`src/rtl/button_pkg.sv`:
```
// Shared types and helpers for the push-button debouncer.
package button_pkg;

    // Per-channel debounce state.
    typedef enum logic [1:0] {
        ST_RELEASED  = 2'd0,
        ST_PRESS_CHK = 2'd1,
        ST_PRESSED   = 2'd2,
        ST_REL_CHK   = 2'd3
    } btn_state_t;

    // Number of bits needed to hold values 0 .. value-1.
    function automatic int clog2(input int value);
        int r;
        r = 0;
        for (int i = 0; i < 31; i++) begin
            if ((1 << i) < value) begin
                r = i + 1;
            end
        end
        return r;
    endfunction

endpackage

```
`src/rtl/debounce_channel.sv`:
```
// One debounced button: FSM, stability and hold counters, registered outputs.
// Input i_s is already synchronised and normalised (1 = pressed).
module debounce_channel
    import button_pkg::*;
#(
    parameter int STABLE_TICKS = 3,
    parameter int LONG_TICKS   = 20
) (
    input  logic clk,
    input  logic rst_n,
    input  logic i_tick,
    input  logic i_s,
    output logic o_level,
    output logic o_press,
    output logic o_release,
    output logic o_long
);

    localparam int SW = clog2(STABLE_TICKS + 1);
    localparam int HW = clog2(LONG_TICKS + 1);

    localparam logic [SW-1:0] STAB_ONE  = SW'(1);
    localparam logic [SW-1:0] STAB_DONE = SW'(STABLE_TICKS);
    localparam logic [HW-1:0] HOLD_ONE  = HW'(1);
    localparam logic [HW-1:0] HOLD_LONG = HW'(LONG_TICKS);

    btn_state_t    r_state;
    btn_state_t    w_state_next;
    logic [SW-1:0] r_stab_cnt;
    logic [SW-1:0] w_stab_next;
    logic [SW-1:0] w_stab_inc;
    logic [HW-1:0] r_hold_cnt;
    logic [HW-1:0] w_hold_next;
    logic [HW-1:0] w_hold_inc;
    logic          w_hold_sat;
    logic          w_hold_hits;
    logic          r_level;
    logic          w_level_next;
    logic          r_press;
    logic          w_press_next;
    logic          r_release;
    logic          w_release_next;
    logic          r_long;
    logic          w_long_next;

    // The stability count never sits at STABLE_TICKS, so a plain increment is safe.
    assign w_stab_inc  = r_stab_cnt + STAB_ONE;
    // Hold count saturates at LONG_TICKS so the long pulse fires exactly once per press.
    assign w_hold_sat  = (r_hold_cnt == HOLD_LONG);
    assign w_hold_inc  = w_hold_sat ? r_hold_cnt : (r_hold_cnt + HOLD_ONE);
    assign w_hold_hits = !w_hold_sat && ((r_hold_cnt + HOLD_ONE) == HOLD_LONG);

    // Next state, counters and output pulses; everything holds unless a tick arrives.
    always_comb begin
        w_state_next   = r_state;
        w_stab_next    = r_stab_cnt;
        w_hold_next    = r_hold_cnt;
        w_press_next   = 1'b0;
        w_release_next = 1'b0;
        w_long_next    = 1'b0;
        if (i_tick) begin
            case (r_state)
                ST_RELEASED: begin
                    if (i_s) begin
                        w_state_next = ST_PRESS_CHK;
                        w_stab_next  = STAB_ONE;
                    end
                end
                ST_PRESS_CHK: begin
                    if (!i_s) begin
                        w_state_next = ST_RELEASED;
                        w_stab_next  = '0;
                    end else if (w_stab_inc == STAB_DONE) begin
                        w_state_next = ST_PRESSED;
                        w_stab_next  = '0;
                        w_hold_next  = '0;
                        w_press_next = 1'b1;
                    end else begin
                        w_stab_next  = w_stab_inc;
                    end
                end
                ST_PRESSED: begin
                    if (!i_s) begin
                        w_state_next = ST_REL_CHK;
                        w_stab_next  = STAB_ONE;
                    end else begin
                        w_hold_next  = w_hold_inc;
                        w_long_next  = w_hold_hits;
                    end
                end
                ST_REL_CHK: begin
                    // Long timing keeps running through a release check, bounce or not.
                    w_hold_next = w_hold_inc;
                    w_long_next = w_hold_hits;
                    if (i_s) begin
                        w_state_next = ST_PRESSED;
                        w_stab_next  = '0;
                    end else if (w_stab_inc == STAB_DONE) begin
                        w_state_next   = ST_RELEASED;
                        w_stab_next    = '0;
                        w_hold_next    = '0;
                        w_release_next = 1'b1;
                    end else begin
                        w_stab_next = w_stab_inc;
                    end
                end
                default: begin
                    w_state_next = ST_RELEASED;
                    w_stab_next  = '0;
                    w_hold_next  = '0;
                end
            endcase
        end
        w_level_next = (w_state_next == ST_PRESSED) || (w_state_next == ST_REL_CHK);
    end

    // State, counters and registered outputs.
    always_ff @(posedge clk or negedge rst_n) begin
        if (!rst_n) begin
            r_state    <= ST_RELEASED;
            r_stab_cnt <= '0;
            r_hold_cnt <= '0;
            r_level    <= 1'b0;
            r_press    <= 1'b0;
            r_release  <= 1'b0;
            r_long     <= 1'b0;
        end else begin
            r_state    <= w_state_next;
            r_stab_cnt <= w_stab_next;
            r_hold_cnt <= w_hold_next;
            r_level    <= w_level_next;
            r_press    <= w_press_next;
            r_release  <= w_release_next;
            r_long     <= w_long_next;
        end
    end

    assign o_level   = r_level;
    assign o_press   = r_press;
    assign o_release = r_release;
    assign o_long    = r_long;

endmodule

```
`src/rtl/button_debounce.sv`:
```
// Multi-channel push-button conditioner: pad synchroniser plus one
// debounce channel per button, all paced by the shared prescaler tick.
module button_debounce
    import button_pkg::*;
#(
    parameter int NUM_BUTTONS   = 4,
    parameter int STABLE_TICKS  = 3,
    parameter int LONG_TICKS    = 20,
    parameter bit ACTIVE_LOW_IN = 1'b1
) (
    input  logic                   clk,
    input  logic                   rst_n,
    input  logic                   tick,
    input  logic [NUM_BUTTONS-1:0] btn_raw,
    output logic [NUM_BUTTONS-1:0] btn_level,
    output logic [NUM_BUTTONS-1:0] btn_press,
    output logic [NUM_BUTTONS-1:0] btn_release,
    output logic [NUM_BUTTONS-1:0] btn_long
);

    // Pad value of an untouched button; the synchroniser resets to it so
    // no phantom press appears when reset is released.
    localparam logic [NUM_BUTTONS-1:0] PAD_RELEASED = {NUM_BUTTONS{ACTIVE_LOW_IN}};

    logic [NUM_BUTTONS-1:0] r_sync1;
    logic [NUM_BUTTONS-1:0] r_sync2;
    logic [NUM_BUTTONS-1:0] w_pressed;

    // Two-flop synchroniser for the asynchronous pad inputs.
    always_ff @(posedge clk or negedge rst_n) begin
        if (!rst_n) begin
            r_sync1 <= PAD_RELEASED;
            r_sync2 <= PAD_RELEASED;
        end else begin
            r_sync1 <= btn_raw;
            r_sync2 <= r_sync1;
        end
    end

    // Normalise polarity so that 1 always means pressed.
    assign w_pressed = r_sync2 ^ PAD_RELEASED;

    for (genvar gi = 0; gi < NUM_BUTTONS; gi++) begin : g_chan
        debounce_channel #(
            .STABLE_TICKS (STABLE_TICKS),
            .LONG_TICKS   (LONG_TICKS)
        ) u_chan (
            .clk       (clk),
            .rst_n     (rst_n),
            .i_tick    (tick),
            .i_s       (w_pressed[gi]),
            .o_level   (btn_level[gi]),
            .o_press   (btn_press[gi]),
            .o_release (btn_release[gi]),
            .o_long    (btn_long[gi])
        );
    end

endmodule

```
`config.mk`:
```
export PLATFORM = sky130hd
export DESIGN_NAME = button_debounce
export DESIGN_NICKNAME = d
export VERILOG_FILES = /design/src/rtl/button_pkg.sv /design/src/rtl/debounce_channel.sv /design/src/rtl/button_debounce.sv
export SDC_FILE = /design/constraint.sdc
export NUM_CORES = 1
export LEC_CHECK = 0
export CAP_MARGIN = 10
export CORE_MARGIN = 2
export CORE_UTILIZATION = 60
export CTS_CLUSTER_SIZE = 12
export DETAILED_ROUTE_END_ITERATION = 8
export PLACE_DENSITY = 0.91
export SLEW_MARGIN = 20
export SYNTH_ARGS = -nofsm -noshare
export SYNTH_HDL_FRONTEND = slang
export SYNTH_SLANG_ARGS = --single-unit
```
`constraint.sdc`:
```
create_clock -name clk -period 2.1 [get_ports clk]
set_input_delay 0.42 -clock clk [delete_from_list [all_inputs] [get_ports clk]]
set_output_delay 0.42 -clock clk [all_outputs]
set_load 0.05 [all_outputs]
```
Yosys cells after proc, flatten, opt, wreduce, memory -nomap -nowiden
Index checks and enable logic that the tools add are counted.

storage, ports and cells
  bits in registers = 60
  latch bits = 0
  RAM bits = 0
  memory bits (read-only) = 0
  output and inout port bits = 16
  memories = 0

operators by class
  $add $sub $neg = 8
  multipliers = 0
  div/mod/pow operators = 0
  order comparisons = 0
  equal/unequal tests = 52
  shifts and indexed selects = 0
  mux-type cells = 124
  bitwise operators = 1
  reductions and logical operators = 28

operators with widths
  cell                 count
  $mux 5               24
  $mux 2               48
  $pmux 2 s4           8
  $pmux 5 s3           4
  $eq 2x2->1 const B   20
  $eq 5x5->1 const B   8
  $mux 1               36
  $ne 2x2->1 const B   16
  $add 5x1->5 const B  4
  $reduce_and 5->1     4
  $reduce_and 3->1     4
  $reduce_bool 3->1    4
  $add 2x1->2 const B  4
  $eq 2x1->1 const B   4
  $logic_not 2->1      4
  $ne 2x1->1 const B   4
  $pmux 1 s2           4
  $logic_and 1x1->1    4
  $logic_not 1->1      4
  $logic_or 1x1->1     4
  $not 4->4            1

Longest topological paths before layout
  depth after elaboration = 8
  depth in mapped cells = 6

Modules after synthesis
A second synthesis with hierarchy kept.

second synthesis, totals
  cells, all modules = 289
  area total of the unflattened synthesis = 3249.4 um^2

modules (own cells, without submodules)
  module                                    times used  cells an instance  area each (um^2)  sequential area each (um^2)
  debounce_channel at g_chan[0].u_chan ...  3           71                 763.2             325.3
  debounce_channel at g_chan[3].u_chan      1           64                 734.5             325.3
  button_debounce                           1           12                 225.2             210.2

Worst setup path before layout
No wires, ideal clock.

  path kind = register -> register
  from = reg r_sync2[1]
  to = reg g_chan[1].u_chan.r_hold_cnt[4]
  arrival time = 1.314 ns
  required time = 2.035 ns
  slack = 0.721 ns
  cell stages (with the launch flop) = 6
  period minus slack after synthesis = 1.379 ns
  cells stage by stage = dfstp_2 buf_6 and2b_4 o31ai_4 a41o_1 a22o_1

between the ends
  cells in the longest elaborated chain, start to end = 3
  elaborated cells on any way between the ends = 6

RTL lines
  item                                                             line                     text
  start, declared                                                  button_debounce.sv:26    logic [NUM_BUTTONS-1:0] r_sync2;
  start signal, assigned                                           button_debounce.sv:36    r_sync2 <= r_sync1;
  $not 4->4 (no source line) (*)                                   -
  $ne 2x2->1 (no source line) or $mux 5 (tied branches)            -
  $reduce_and 5->1 (no source line) or $pmux 5 s3 (tied branches)  -
  end signal, assigned                                             debounce_channel.sv:130  r_hold_cnt <= w_hold_next;
  end, declared                                                    debounce_channel.sv:32   logic [HW-1:0] r_hold_cnt;

Every way passes the cells marked *; elsewhere a longest branch is shown, timed or not.
A chain may end at the register's enable or synchronous reset.

Worst setup path in the final report
  from = reg g_chan[2].u_chan.r_level
  to = out btn_level[2]

RTL lines
  item                    line                     text
  start, declared         debounce_channel.sv:37   logic r_level;
  start signal, assigned  debounce_channel.sv:131  r_level <= w_level_next;
  end, declared           button_debounce.sv:15    output logic [NUM_BUTTONS-1:0] btn_level,

No word-level cell between the ends.

==> out/metrics.cfg <==
[status]
status = completed

[routing]
post_drt_wl_per_cell_um = 14.4
drt-total-wl_mm = 5.85
drtAntennaViolNets = 0
firstDrtPassIters = 5
drtIter0Drc = 205
drc = 0
vias = 2321
routed_via_density = 5.73

[pwr]
combPwrFrac_pct = 29.8
power.leakage_uw = 0.00158
seq_power_share_pct = 45.1
power.density_nw_per_um2 = 1180
peakVddDrop_mv = 0.887
switchingPower_uw = 1590
pwr-share-clk_pct = 25.2
power.internal_uw = 2600
swShare_pct = 38.0

[setup_path]
critPathCaptureType = output pin
worstPathMaxFanout = 1
criticalPathCategory = reg -> out
start_kind = flop
crit_chain = clkdlybuf4s50_1
critical-path-slowest-cell = clkdlybuf4s50_1
critical_path_required_ps = 1680
rr_endpoint = g_chan[1].u_chan.o_long$_DFF_PN0_
crit_path_start = g_chan[2].u_chan.o_level$_DFF_PN0_
reg2reg_from = g_chan[1].u_chan.r_hold_cnt[0]$_DFFE_PN0P_
critPathCapture = btn_level[2]
crit_family = buffers and inverters
rr_worst_depth = 5
path_depth = 1
ff2ff_setup_slack_ps = 540
crit_path_max_incr_delay_ps = 800
critPathBufInv = 1
cp.arrival_ps = 1480

[timing]
setup_viol = 0
drv_slew = 0
fmax_mhz = 527
grt_setup_unrepaired = false
fin_crit_ps = 1900
hold_violations = 0
slew_headroom_pct = 66.4
fin_tns_setup_ps = 0
timing.final.crit_share_pct = 90.3
tightest_slew_ps = 502
clock_skew_ps = 9.53

[global_route]
grt_max_degree = 61
grt_pass1_vias = 2352
grtUsageTotal_pct = 22.3
antenna_found_initial = 0
grt.overflow.total = 0
grt_pass1_wl_mm = 10.5

[finish]
final_cells = 405
nets = 349
n_antenna_cell = 0
final_cell_mix = dfrtp_1, nand2_1, inv_1
layout-drive-gt1-share_pct = 12.8
mostFrequentLayoutCell = dfrtp_1
syn_to_final_growth_pct = 10.8

[run]
max-cap-violations = 0

[place]
hpwl_mm = 4.00
gp_congestion = 0.803
placedCellCount = 389
numPortBuffers = 22

[synth]
synthCells = 322
synth_edf_count = 0
async_flop_share_pct = 100
synth_fp_nets = 341
synth_area_um2 = 3210
postSynthAreaPerCell_um2 = 9.96
yosysWarnings = 0
yosys_register_bits = 60
yosysUniqueCellTypes = 52
synth-seq-area-share_pct = 47.1
synth_flop_cell = dfrtp_1

[floorplanning]
dieArea_um2 = 5950
ios = 23
core-area_um2 = 5140
die_h_um = 77.1
start_util_pct = 62.4
row_count = 26
die_w_um = 77.1

[min_path]
worstHoldPathType = in -> async

[clock_tree]
cts_setup_buffers = 0
hold_buffers = 0
ctsResizeCount = 0
cts_tree = yes
clock_path_buffers = 2
clkSinkCount = 60
cts_made_buffers = 9
clk_latency_ps = 340
htree_levels = 3
cts_root_buffer = clkbuf_8
clk_pin_slew_ps = 70

per-layer routing:
layer  track usage (%)  up-vias  wire, um
li1                  -     1134         -
met1              26.1     1131      2510
met2              37.4       46      3030
met3              8.12       10       237
met4              8.75        0        80
met5                 0        -         0
state kept, by name (all words and copies together) (netlist names):
| name | count |
|---|---|
| g_chan.u_chan.o_level | 4 |
| g_chan.u_chan.o_long | 4 |
| g_chan.u_chan.o_press | 4 |
| g_chan.u_chan.o_release | 4 |
| g_chan.u_chan.r_hold_cnt | 20 |
| g_chan.u_chan.r_stab_cnt | 8 |
| g_chan.u_chan.r_state | 8 |
| r_sync1 | 4 |
| r_sync2 | 4 |
area by class of cell:
type	instances	area (um^2)
tap	70	87.6
multi-input combinational	208	1390
sequential	60	1510
clock inverter	4	47.5
inverter	25	93.8
timing repair buffer	26	270
fill	409	1580
clock buffer	12	155
synthesized netlist by cell type, types with 3 or more instances:
cell / instances / area share, %
dfrtp_1: 52 / 41
nand2_1: 27 / 3.2
inv_1: 25 / 2.9
o21ai_0: 24 / 3.7
nand3_1: 21 / 3.3
buf_4: 19 / 4.4
nor2_1: 14 / 1.6
ha_1: 12 / 4.7
a21oi_1: 11 / 1.7
a31oi_1: 8 / 1.6
dfstp_2: 8 / 6.6
xnor2_1: 8 / 2.2
nand4_1: 7 / 1.4
buf_2: 6 / 0.94
nor2b_1: 6 / 1.2
nor3_1: 6 / 0.94
a22o_1: 5 / 1.4
and2_1: 5 / 0.98
o2111ai_1: 4 / 1.1
o21ai_2: 4 / 1.1
o21ai_1: 3 / 0.47
o31ai_4: 3 / 2.0
or2_2: 3 / 0.59
worst min path at each step:
stage / endpoint / slack, ps / cells after the start / startpoint
final: g_chan[2].u_chan.o_long$_DFF_PN0_ / 70 / 2 / rst_n
after detailed placement: r_sync2[2]$_DFF_PN1_ / 350 / 0 / r_sync1[2]$_DFF_PN1_
after floorplan: g_chan[0].u_chan.o_level$_DFF_PN0_ / 120 / 0 / rst_n
after global placement: r_sync2[2]$_DFF_PN1_ / 350 / 0 / r_sync1[2]$_DFF_PN1_
after CTS: g_chan[2].u_chan.r_hold_cnt[0]$_DFFE_PN0P_ / 70 / 2 / rst_n
after global routing: g_chan[2].u_chan.r_hold_cnt[0]$_DFFE_PN0P_ / 80 / 2 / rst_n
cell families after synthesis:
family | synth area share (%)
AO/OA/AOI/OAI | 17.7
multiplexers | 0.312
AND/OR/NAND/NOR | 17.9
XOR/XNOR | 2.73
adder cells (fa/ha/maj) | 4.68
buffers and inverters | 9.56
flip-flops | 47.1
through the flow:
stage / total power (uW) / setup WS [ps] / cell area [um^2] / util (%) / hold slack, ps
CTS: 4220 / 177 / 3560 / 69.2 / 74.4
finish: 4190 / 204 / 3560 / 69.2 / 65.1
global route: 4520 / 161 / 3560 / 69.2 / 77.4
floorplan: 2820 / 721 / 3210 / - / 124
detailed placement: 3130 / 172 / 3350 / 65.2 / 347
global placement: 3030 / 261 / 3350 / 65.2 / 346
power by group through the flow:
stage	logic, uW	clock network, uW	registers [uW]
2_1_floorplan	1110	0	1720
3_3_place_gp	1170	0	1860
3_5_place_dp	1240	0	1890
4_1_cts	1250	1080	1880
5_1_grt	1420	1150	1950
6_report	1250	1050	1890
Power figures use the tool's default switching activity.
